==> src/rtl/serial_adder.sv <==
// Bit-serial WIDTH-bit adder: one full_adder cell processes one bit pair per
// cycle, LSB first. The parallel Sum/Cout are registered on completion.

module full_adder (
   input  logic a,
   input  logic b,
   input  logic cin,
   output logic sum,
   output logic cout
);
   assign sum  = a ^ b ^ cin;
   assign cout = (a & b) | (a & cin) | (b & cin);
endmodule

module serial_adder #(
   parameter int WIDTH = 8
) (
   input  logic             clk,
   input  logic             rst,
   input  logic             start,
   input  logic [WIDTH-1:0] A,
   input  logic [WIDTH-1:0] B,
   input  logic             Cin,
   output logic [WIDTH-1:0] Sum,
   output logic             Cout,
   output logic             busy,
   output logic             done
);
   localparam int CNT_W = $clog2(WIDTH + 1);
   localparam logic [CNT_W-1:0] LAST = CNT_W'(WIDTH - 1);

   typedef enum logic [1:0] {IDLE, SHIFT, DONE} state_t;

   state_t           state;
   state_t           state_next;
   logic [WIDTH-1:0] a_sh;
   logic [WIDTH-1:0] b_sh;
   logic [WIDTH-1:0] s_sh;
   logic [WIDTH-1:0] s_next;
   logic             carry;
   logic [CNT_W-1:0] cnt;
   logic             fa_sum;
   logic             fa_cout;
   logic             last_bit;

   full_adder u_fa (
      .a    (a_sh[0]),
      .b    (b_sh[0]),
      .cin  (carry),
      .sum  (fa_sum),
      .cout (fa_cout)
   );

   // New sum bit enters at the MSB; for WIDTH=1 it is the whole sum.
   generate
      if (WIDTH == 1) begin : g_s_one
         assign s_next = fa_sum;
      end else begin : g_s_wide
         assign s_next = {fa_sum, s_sh[WIDTH-1:1]};
      end
   endgenerate

   assign last_bit = (cnt == LAST);
   assign busy     = (state == SHIFT);

   // State register.
   always_ff @(posedge clk) begin
      if (rst) state <= IDLE;
      else     state <= state_next;
   end

   // Next-state logic: accept in IDLE, WIDTH shift cycles, one DONE cycle.
   always_comb begin
      state_next = state;
      unique case (state)
         IDLE:    if (start) state_next = SHIFT;
         SHIFT:   if (last_bit) state_next = DONE;
         DONE:    state_next = IDLE;
         default: state_next = IDLE;
      endcase
   end

   // Operand/sum shift registers, carry, bit counter and result registers.
   always_ff @(posedge clk) begin
      if (rst) begin
         a_sh  <= '0;
         b_sh  <= '0;
         s_sh  <= '0;
         carry <= 1'b0;
         cnt   <= '0;
         Sum   <= '0;
         Cout  <= 1'b0;
         done  <= 1'b0;
      end else begin
         done <= 1'b0;
         unique case (state)
            IDLE: begin
               if (start) begin
                  a_sh  <= A;
                  b_sh  <= B;
                  carry <= Cin;
                  cnt   <= '0;
               end
            end
            SHIFT: begin
               s_sh  <= s_next;
               carry <= fa_cout;
               a_sh  <= a_sh >> 1;
               b_sh  <= b_sh >> 1;
               cnt   <= cnt + CNT_W'(1);
               if (last_bit) begin
                  Sum  <= s_next;
                  Cout <= fa_cout;
                  done <= 1'b1;
               end
            end
            default: ;
         endcase
      end
   end
endmodule

==> config.mk <==
export PLATFORM = sky130hd
export DESIGN_NAME = serial_adder
export DESIGN_NICKNAME = d
export VERILOG_FILES = /design/src/rtl/serial_adder.sv
export SDC_FILE = /design/constraint.sdc
export NUM_CORES = 1
export LEC_CHECK = 0
export CAP_MARGIN = 30
export CORE_AREA = 2 2 81 91
export CTS_CLUSTER_SIZE = 16
export DETAILED_ROUTE_END_ITERATION = 10
export DIE_AREA = 0 0 83 93
export PLACE_DENSITY_LB_ADDON = 0.1
export SLEW_MARGIN = 20
export SYNTH_ARGS = -nofsm -noshare
export SYNTH_HDL_FRONTEND = slang
export SYNTH_HIERARCHICAL = 1
export SYNTH_SLANG_ARGS = --single-unit
==> constraint.sdc <==
create_clock -name clk -period 1.19 [get_ports clk]
set_input_delay 0.1785 -clock clk [delete_from_list [all_inputs] [get_ports clk]]
set_output_delay 0.1785 -clock clk [all_outputs]
set_load 0.005 [all_outputs]
Yosys cells after proc, flatten, opt, wreduce, memory -nomap -nowiden
Index checks and enable logic that the tools add are counted.

Add/subtract/negate cells: 1. Equal/unequal tests: 4. Muxes and demuxes: 12. Bitwise gates (word level): 8. Reductions and logical operators: 6.

Operators by type and width (number): 8-bit case mux with 2 select lines (2); 8-bit 2-to-1 mux (2); 4-bit case mux with 2 select lines (1); 2-bit AND reduction (3); 4-bit by 1-bit adder with 4-bit output, second input constant (1); 4-bit by 3-bit equality test with 1-bit output, second input constant (1); 2-bit 2-to-1 mux (2); 4-bit 2-to-1 mux (1); 2-bit case mux with 2 select lines (1); 1-bit AND (3); 2-bit by 1-bit equality test with 1-bit output, second input constant (1); 2-bit zero test (1); 1-bit 2-to-1 mux (2); 2-bit by 1-bit inequality test with 1-bit output, second input constant (1); 2-bit inequality test, second input constant (1); 1-bit OR (2); 1-bit case mux with 2 select lines (1); 2-bit nonzero test (1); 2-bit OR reduction (1); 1-bit XOR (2); 1-bit NOT (1).

Bits in registers: 41. Input port bits: 20. Output and inout bits: 11.

Longest topological paths before layout
Depth after elaboration: 4. Gate-level depth with buffers: 7. Mapped depth without buffers: 4.

Modules after synthesis
The synthesis kept the hierarchy.

Modules (own cells, without submodules): serial_adder (times used 1, cells each 190, area an instance 1754.2 um2, sequential area each 800.8 um2); full_adder (times used 1, cells each 1, area an instance 20.0 um2, sequential area each 0.0 um2).

Least setup slack after synthesis
OpenSTA, ideal clock, no wires.

Kind: reg2reg. From: reg cnt[0]. To: reg Cout. Setup time: 0.072 ns. Arrival: 1.205 ns. Setup slack: -0.087 ns. Cell stages (with the launch flop): 5. Buffers on the path: 0. Cells stage by stage: dfxtp_1 ha_1 nand4b_2 nor2_4 mux2i_1.

Cells in the longest elaborated chain, start to end: 2.

Ends and longest elaborated chain: from (decl) (line 41) `logic [CNT_W-1:0] cnt;`; from (signal assigned) (line 110) `cnt <= cnt + CNT_W'(1);`; 4-bit by 3-bit equality test with 1-bit output (line 63) `assign last_bit = (cnt == LAST);`; 2-bit AND reduction (no source line); to (signal assigned) (line 113) `Cout <= fa_cout;`; to (decl) (line 25) `output logic Cout,`.

No other way between the ends. A chain may end at the register's enable or synchronous reset.

Worst setup path after layout
From: reg state[1]. To: reg cnt[2].

Cells in the longest elaborated chain, start to end: 3. Elaborated cells between the ends (all ways): 6. Classes of those cells: eq/ne (2); mux (1); reduce/logical (3).

Ends and longest elaborated chain: from (decl) (line 34) `state_t state;`; from (signal assigned) (line 69) `else state <= state_next;`; 2-bit by 1-bit equality test with 1-bit output / 2-bit zero test (equally long branches) (line 96) `unique case (state)`; 2-bit nonzero test (no source line) / 2-bit inequality test (equally long branches); 2-bit AND reduction (no source line).

Parallel ways exist; a longest one is shown, timed or not.

==> summary.txt <==
Run status
  • Status: finished with violations
  • Failing checks: setup timing

Pwr
  • Peak supply drop: 0.554 mV
  • Power Dens Cells: approximately 1100 nW/um2
  • Leak: roughly 1.0 nW

Worst setup path
  • Crit Path Max Fanout: 5
  • Data required time of the worst path: approximately 1400 ps
  • Worst Setup End Kind: flip-flop
  • Crit path DAT: roughly 1400 ps
  • CP Buf/Inv Count: 2
  • CP startpoint kind: flip-flop
  • Slowest CP cell: dfxtp_2
  • Kind of critical path: reg2reg
  • Top delay family on crit path: compound AO/OA/AOI/OAI gates
  • CP Cell Sequence: buf_6 -> o21ba_4 -> clkbuf_16 -> o211a_1 -> nor3_2
  • Largest stage delay, worst path: 330 ps

Yosys
  • Synth Instances: approximately 190
  • Netlist cell types: 27
  • Net count after synthesis: approximately 210
  • Post-synth top area share: 0.451
  • Post-Syn Area: roughly 1800 um2
  • Yosys warnings: 6
  • Synth Register Bits: 40
  • Seq/Total Area, Yosys: 0.451
  • Synth area leader: dfxtp_1
  • Top post-synthesis cells by area: dfxtp_1 (45%), nand2b_1 (6.7%), nand2_1 (6.6%)
  • Synth Area per Inst: 9.29 um2

Hold path
  • Worst min-delay path category: in2reg

Drt
  • Starting DRT DRC Count: 33
  • DRT Wirelength: 4160 um
  • Remaining routing DRC violations: 0
  • Vias/cell: 4.56
  • Drt first pass iters: 4
  • Detail-routed net length per standard cell: 12.8 um
  • Number of routed nets with antenna violations: 0
  • Vias: roughly 1,500

GRT
  • GRT overflow: 0
  • First-pass GRT wire length: approximately 6600 um
  • GRT Util Overall: 0.106
  • Antenna violations before repair: 0
  • Largest net degree at the start of global routing: 34
  • Via count of the first global-routing pass: 1,438

Finish
  • Area delta synth->final: 48.8%
  • Final instance area: roughly 2600 um2
  • Fillers: just over 700
  • Ant diodes: 0
  • Layout cells sized above 1: 0.346
  • Fin nets: between 200 and 300
  • Final core utilization: 0.386

Place
  • GP Congestion: between 0.7 and 0.8
  • Port Buffers: 30
  • Placed standard-cell area: roughly 2400 um2
  • DP HPWL: 2750 um

STA
  • Final Setup Violations: 5
  • Tightest hold margin: around 440 ps
  • Final Hold Viols: 0
  • Max Fclk: 0.825 GHz
  • Slew Limit Fails: 0
  • Unrepaired setup endpoints after global routing: true
  • Slack of the critical path: -22.8 ps
  • Slew headroom: 0.825
  • Min Clock Period, post-route: approximately 1200 ps
  • Layout Skew: 7.68 ps
  • Least-Margin Pin Slew: ~260 ps
  • Final period util: 1.02

Floorplan
  • Die Area: 7720 um2
  • Placeable Area: roughly 7000 um2
  • Io pins: 31
  • Die height: roughly 93 um
  • Site Rows: 32
  • Die W: 83 um
  • Starting density of the core: 0.259

Job
  • Max-cap violations: 0

Clock network
  • CTS tree: yes
  • Clock buffer depth: 2
  • Num CTS Buffers: 5
  • Clk slew on worst S/H paths: approximately 80 ps
  • Clock tree root buffer cell: clkbuf_8
  • CTS hold repair buffers: 0
  • Sink Count: 40
  • Worst-skew pair later-pin latency: slightly below 300 ps
  • H-tree levels: 2
power breakdown:
part | internal [mW] | leakage [nW] | switching (mW)
sequential | 1.40 | 0.333 | 0.0502
combinational | 0.279 | 0.648 | 0.229
clock | 0.517 | 0.0503 | 0.451
total | 2.19 | 1.03 | 0.731
synthesized netlist by cell type:
library cell  number
a21oi_1           15
o211a_1            1
a211oi_2           9
nand2b_1          19
nor2_4             1
buf_4              2
a22oi_1            3
nor2_1            20
buf_2              5
nor3_1             3
fa_1               1
o21ba_1            1
mux2i_1            9
nor3b_1            1
nand3_1            2
dfxtp_1           40
o21bai_4           1
nand2_1           31
inv_6              1
clkbuf_1           4
a31oi_1            1
nand4b_2           1
a211oi_1           7
ha_1               1
buf_6              3
or3_1              1
a21oi_2            8
cell type report:
| type | instances | area [um2] | area share |
|---|---|---|---|
| well taps | 85 | 106 | 0.0403 |
| flip-flops and latches | 40 | 821 | 0.311 |
| clock buffers | 7 | 96.3 | 0.0365 |
| multi-input cells | 136 | 976 | 0.370 |
| repair buffers | 56 | 632 | 0.239 |
| inverters | 1 | 8.76 | 0.00332 |
layout by cell type (no fill, tap or decap), types with 2 or more instances in the layout:
cell type / count
clkbuf_16: 2
buf_12: 8
a211oi_2: 11
nor2_4: 5
dfxtp_4: 2
a21oi_1: 13
mux2i_1: 9
buf_4: 11
clkbuf_8: 7
nor2_1: 13
nor3_1: 2
nand2_1: 31
a21oi_2: 10
dfxtp_2: 10
a22oi_1: 3
nand2b_1: 18
buf_6: 5
a211oi_1: 5
dlygate4sd2_1: 10
dfxtp_1: 28
clkdlybuf4s50_1: 19
nor2_2: 3
routing by layer:
layer,up-vias,GRT usage,routed length [um]
li1,751,-,-
met1,698,0.133,1860
met2,29,0.180,2110
met3,5,0.0238,142
met4,0,0.0369,47
met5,-,0,0
worst paths after layout:
path	start	end	slack [ps]	cells past startpoint
min	B[6]	b_sh[6]	440	3
max reg2reg	state[1]	cnt[2]	-20	5
max	state[1]	cnt[2]	-20	5
min reg2reg	s_sh[6]	s_sh[5]	470	2
cells by family after synthesis:
| group | Yosys count | synth area share |
|---|---|---|
| compound gates | 46 | 0.213 |
| flops | 40 | 0.451 |
| fa+ha+maj | 2 | 0.0183 |
| buf+inv | 15 | 0.0550 |
| mux | 9 | 0.0508 |
| simple gates | 79 | 0.212 |
repair_timing:
action | CTS | global route
setup buffers | 1 | 0
setup endpoints to repair | 32 | 28
gates cloned | 0 | 3
endpoints found under the hold margin | 0 | 0
pin swaps | 0 | 11
resized for setup | 24 | 24
stage by stage:
| stage | setup TNS, ps | total power [mW] | setup WS [ps] | cells |
|---|---|---|---|---|
| 2_1_floorplan | 0 | 1.72 | 3.12 | 191 |
| 3_3_place_gp | -4140 | 1.93 | -212 | 314 |
| 3_5_place_dp | -4640 | 1.92 | -231 | 314 |
| 4_1_cts | -82.4 | 2.91 | -18.3 | 322 |
| 5_1_grt | -1030 | 3.09 | -80.0 | 325 |
| 6_report | -42.6 | 2.92 | -22.8 | 325 |
flip-flops by register name (all words and copies together) (netlist names):
register / count
Sum: 8
a_sh: 8
b_sh: 8
s_sh: 7
cnt: 4
state: 2
Cout: 1
carry: 1
done: 1
worst reg2reg max path: cells and delay by family, from the launching register on:
| family | cells | cell delay (ps) |
|---|---|---|
| buffers and inverters | 2 | 300 |
| AOI/OAI and AO/OA | 2 | 440 |
| and+or+nand+nor | 1 | 40 |
| DFF | 1 | 330 |
Note: power is estimated with default switching activity, not from simulation.
